`config.mk`:
```
export PLATFORM = sky130hd
export DESIGN_NAME = branch_target_buffer
export DESIGN_NICKNAME = d
export VERILOG_FILES = /design/src/rtl/branch_target_buffer.sv
export SDC_FILE = /design/constraint.sdc
export NUM_CORES = 2
export LEC_CHECK = 0
export BUFFER_PORTS_ARGS = -buffer_cell sky130_fd_sc_hd__buf_2
export CORE_MARGIN = 3
export CORE_UTILIZATION = 51
export DETAILED_ROUTE_END_ITERATION = 12
export GPL_ROUTABILITY_DRIVEN = 0
export GPL_TIMING_DRIVEN = 0
export PLACE_DENSITY = 0.66
export REMOVE_ABC_BUFFERS = 1
export SLEW_MARGIN = 5
export SYNTH_ARGS = -nofsm -noshare
export SYNTH_HDL_FRONTEND = slang
export SYNTH_SLANG_ARGS = --single-unit
```
`constraint.sdc`:
```
create_clock -name CLK -period 4.2 [get_ports CLK]
set_input_delay 0.21 -clock CLK [delete_from_list [all_inputs] [get_ports CLK]]
set_output_delay 0.21 -clock CLK [all_outputs]
set_load 0.005 [all_outputs]
```
`src/rtl/branch_target_buffer.sv`:
```
// Direct-mapped branch target buffer: zero-latency lookup of the fetch PC,
// trained by taken branches resolved in MEM.
module branch_target_buffer #(
  parameter int INDEX_BITS = 6,
  parameter int TAG_BITS   = 30 - INDEX_BITS
) (
  input  logic        CLK,
  input  logic        RESET,
  input  logic        FLUSH,
  input  logic        Resolution_IN,
  input  logic [31:0] Branch_addr_IN,
  input  logic [31:0] Branch_resolved_addr_IN,
  input  logic [31:0] Instr_Addr_IN,
  input  logic        Is_Branch_IN,
  output logic [31:0] Addr_OUT,
  output logic        Valid_OUT
);

  localparam int ENTRIES = 1 << INDEX_BITS;

  logic [ENTRIES-1:0]  valid;
  logic [TAG_BITS-1:0] tag_mem    [ENTRIES];
  logic [31:0]         target_mem [ENTRIES];

  logic [INDEX_BITS-1:0] look_idx;
  logic [TAG_BITS-1:0]   look_tag;
  logic [INDEX_BITS-1:0] wr_idx;
  logic [TAG_BITS-1:0]   wr_tag;
  logic                  wr_en;
  logic                  hit;

  // Byte-offset bits of both PCs never reach the table.
  logic unused_pc_low;
  assign unused_pc_low = ^{Instr_Addr_IN[1:0], Branch_addr_IN[1:0]};

  assign look_idx = Instr_Addr_IN[INDEX_BITS+1:2];
  assign look_tag = Instr_Addr_IN[31:INDEX_BITS+2];
  assign wr_idx   = Branch_addr_IN[INDEX_BITS+1:2];
  assign wr_tag   = Branch_addr_IN[31:INDEX_BITS+2];

  assign wr_en = RESET && !FLUSH && Resolution_IN && (Branch_addr_IN != 32'd0);

  // Reads see pre-edge contents; a write becomes visible on the next cycle.
  assign hit       = valid[look_idx] && (tag_mem[look_idx] == look_tag);
  assign Valid_OUT = hit && Is_Branch_IN && !FLUSH;
  assign Addr_OUT  = Valid_OUT ? target_mem[look_idx] : 32'd0;

  always_ff @(posedge CLK or negedge RESET) begin
    if (!RESET) begin
      valid <= '0;
    end else if (wr_en) begin
      valid[wr_idx] <= 1'b1;
    end
  end

  // Tag and target need no reset: the valid bit gates every use.
  always_ff @(posedge CLK) begin
    if (wr_en) begin
      tag_mem[wr_idx]    <= wr_tag;
      target_mem[wr_idx] <= Branch_resolved_addr_IN;
    end
  end

endmodule

```
==> run summary <==
WL met1 - 152000 um
Final Max Tran Viols - 0
Max H-tree Level - 5
Worst path arrival time - 4.86 ns
Commonest non-fill, non-tap cell in the layout - edfxtp_1
Final net count - 6692
Hold Path Class - input port to register
Drt initial violations - 11831
Core Rows - 191
Final instance area - 165000 um2
Part of the power in registers - 53.2%
Reg2Reg Depth - 1
Clock tree sinks - 3648
Wire length on met3 - 49100 um
Clock Tree Buf Depth - 4
Placed Instances - 9650
Relative slew slack - 12.9%
Worst slack, placed - -3.01 ns
Max Fanout on Critical Path - 6
FF-to-FF End - valid[44]
Vias in the first global route - 70061
Worst hold path cell count - 1
Die Y - 530 um
Post-synth EDFFs - 3584
CTS Buf Count - 374
Vias/cell - 6.81
First-pass GRT wire length - 563000 um
Drt wl/cell - 39.2 um
Hold path startpoint - Branch_addr_IN[13]
Layout cell share with drive strength beyond 1 - 32.0%
Mapped cell area - 140000 um2
Critical Path Start Type - register
Number of synthesized register bits - 3648
Layout Utilization - 60.4%
Post-Route WL - 409000 um
Dominant synthesized flop cell - edfxtp_1
Final ANT Viol Nets - 0
Placed cell area - 150000 um2
Req. time, crit path - 3.99 ns
Final std cells w/o fill - 10448
Failing checks - setup timing
Overall power - 0.0754 W
Asr flop ratio synth - 1.75%
Die width - 530 um
CP endpoint kind - output port
Via count - 71162
Maximum VDD drop - 0.000437 V
CTS tree - yes
Die ar. - 281000 um2
Hold Fails Final Rpt - 0
Setup ws final - -0.873 ns
Worst skew pair latency - 0.96 ns
Largest net degree at the start of global routing - 104
RSZ-0062 raised after global routing - yes
Max-cap violation count - 0
Worst reg2reg startpoint - valid[44]
DRC errors left - 0
Area growth syn-to-layout - 17.4%
Net switching power - 0.0157 W
Ys Warns - 0
Grt total ovfl - 0
Static leakage - 52.6 nW
Hpwl dp - 245000 um
Worst slew pin tran - 1.31 ns
Power per standard cell area - 458 nW/um2
Clock Skew - 0 ns
Syn avg cell area - 23.5 um2
Initial antenna violation count - 18
Clock-pin slew on the worst setup and hold paths - 0.06 ns
Gr usage total - 29.2%
Highest metal layer with signal wires - met5
Clock share of power - 41.9%
Cell-internal power - 0.0597 W
R2R Setup Slk - 3.36 ns
Min-Delay Endpoint - tag_mem[0][5]
Post-synthesis cell count - 5965
Final worst path period share - 121%
Gate power share - 4.9%
Minimum clock period - 5.07 ns
Starting density of the core - 51.5%
First-pass DRT Iterations - 7
Final setup violation count - 33
Io pins - 134
Cell variety after synth - 76
Port bufs - 131
Commonest cells after routing, fill and taps aside - edfxtp_1, mux4_2, clkbuf_16, buf_12, mux2i_1
Net Sw Frac - 20.8%
F_max - 0.197 GHz
Root buf cell - clkbuf_16
Sequential-to-total area share from yosys stat - 77.9%
WS Path Type - register to output port
Status - complete, but fails checks
Core footprint - 272000 um2
Met2 Routed Length - 190000 um
[critical path, cell delays in order (launching register included)]
cell and delay, ns:
edfxtp_1 0.41, mux4_2 0.49, mux2i_1 0.24, o22ai_1 0.19
nor3_2 0.42, a21oi_1 0.16, xor2_1 0.21, or4_4 0.46
nor4_4 0.28, buf_6 0.19, buf_12 0.15, buf_16 0.16
buf_12 0.15, and3_4 0.25, buf_6 0.11
[Yosys cell counts (10+ instances only)]
master    count  area [um2]
a211oi_1     14         105
a21oi_1      35         175
a22oi_1      87         653
a31oi_1      24         150
and3_1       40         250
buf_1        40         150
buf_2       126         631
buf_4        36         270
buf_6        42         473
clkbuf_1     58         218
dfrtp_1      64        1600
edfxtp_1   3584      108000
mux2_2       13         146
mux2i_1     232        2320
mux4_1       12         315
mux4_2      957       21600
nand2_1     120         450
nand2b_1     10        62.6
nand3_1      47         235
nor2_1       95         357
nor2b_1      19         119
nor3_1       20         100
nor4_1       15        93.8
o21ai_0      14        70.1
o221ai_1     13         114
o22ai_1      50         313
or2_2        66         413
xnor2_1      10        87.6
xor2_1       13         114
[layout make-up]
class                   instances  area (um2)
diodes                          6        15.0
clock buffers                 452        9810
clock inverters               205        1640
fillers                     18081      108000
inverters                       7        38.8
multi-input cells            1997       29900
flip-flops and latches       3648      109000
well taps                    3570        4470
repair buffers                563        9450
[power groups by stage]
stage	clock, W	combinational (W)	sequential, W
CTS	0.0318	0.00364	0.0401
global placement	0	0.00510	0.0409
detailed placement	0	0.00330	0.0409
global route	0.0333	0.00386	0.0401
floorplan	0	0.00153	0.0409
finish	0.0315	0.00369	0.0401
[cell families (layout without fill, tap and decap cells)]
logic type	Yosys count	count (layout)	share of synthesized area (%)
muxes	1214	1214	17.4
xor gates and xnor gates	23	23	0.144
buffers and inverters	322	1227	1.40
and+or+nand+nor	471	473	1.71
DFF	3648	3648	77.9
other	0	6	0
AOI/OAI and AO/OA	287	287	1.43
[sequential cells by signal, summed over array words and instances (netlist names)]
signal	count
valid	64
target_mem	2048
tag_mem	1536
[timing repair]
action                     in CTS  in global routing
hold buffers                   72                  0
cloned                         28                  3
pin swaps                      20                 21
setup buffers                  19                 15
hold endpoints to repair     3208                  0
setup endpoints to repair      35                574
gates resized for setup       115                 25
[through the flow]
step	hold slack (ns)	TNS, ns
finish	0.0531	-26.21
global placement	0.443	-
detailed placement	0.355	-1405.41
global route	0.0617	-25.29
floorplan	-0.0856	0
CTS	0.000716	-23.06
[metal layers]
metal	global-route usage [%]	vias up
li1	-	26851
met1	41.3	38112
met2	44.5	5184
met3	7.36	1005
met4	10.8	10
met5	0	-
[how the worst max path moves through the flow]
stage | cells after the start | startpoint | endpoint | slack, ns
2_1_floorplan | 5 | Branch_addr_IN[2] | tag_mem[59][0] | 0.003
3_3_place_gp | 11 | Instr_Addr_IN[2] | Addr_OUT[4] | -42.98
3_5_place_dp | 16 | Instr_Addr_IN[3] | Addr_OUT[28] | -3.01
4_1_cts | 14 | tag_mem[4][23] | Addr_OUT[7] | -0.78
5_1_grt | 14 | tag_mem[30][2] | Addr_OUT[4] | -0.85
6_report | 14 | tag_mem[30][2] | Addr_OUT[4] | -0.87
No activity file was read; power rests on OpenSTA's default activity.
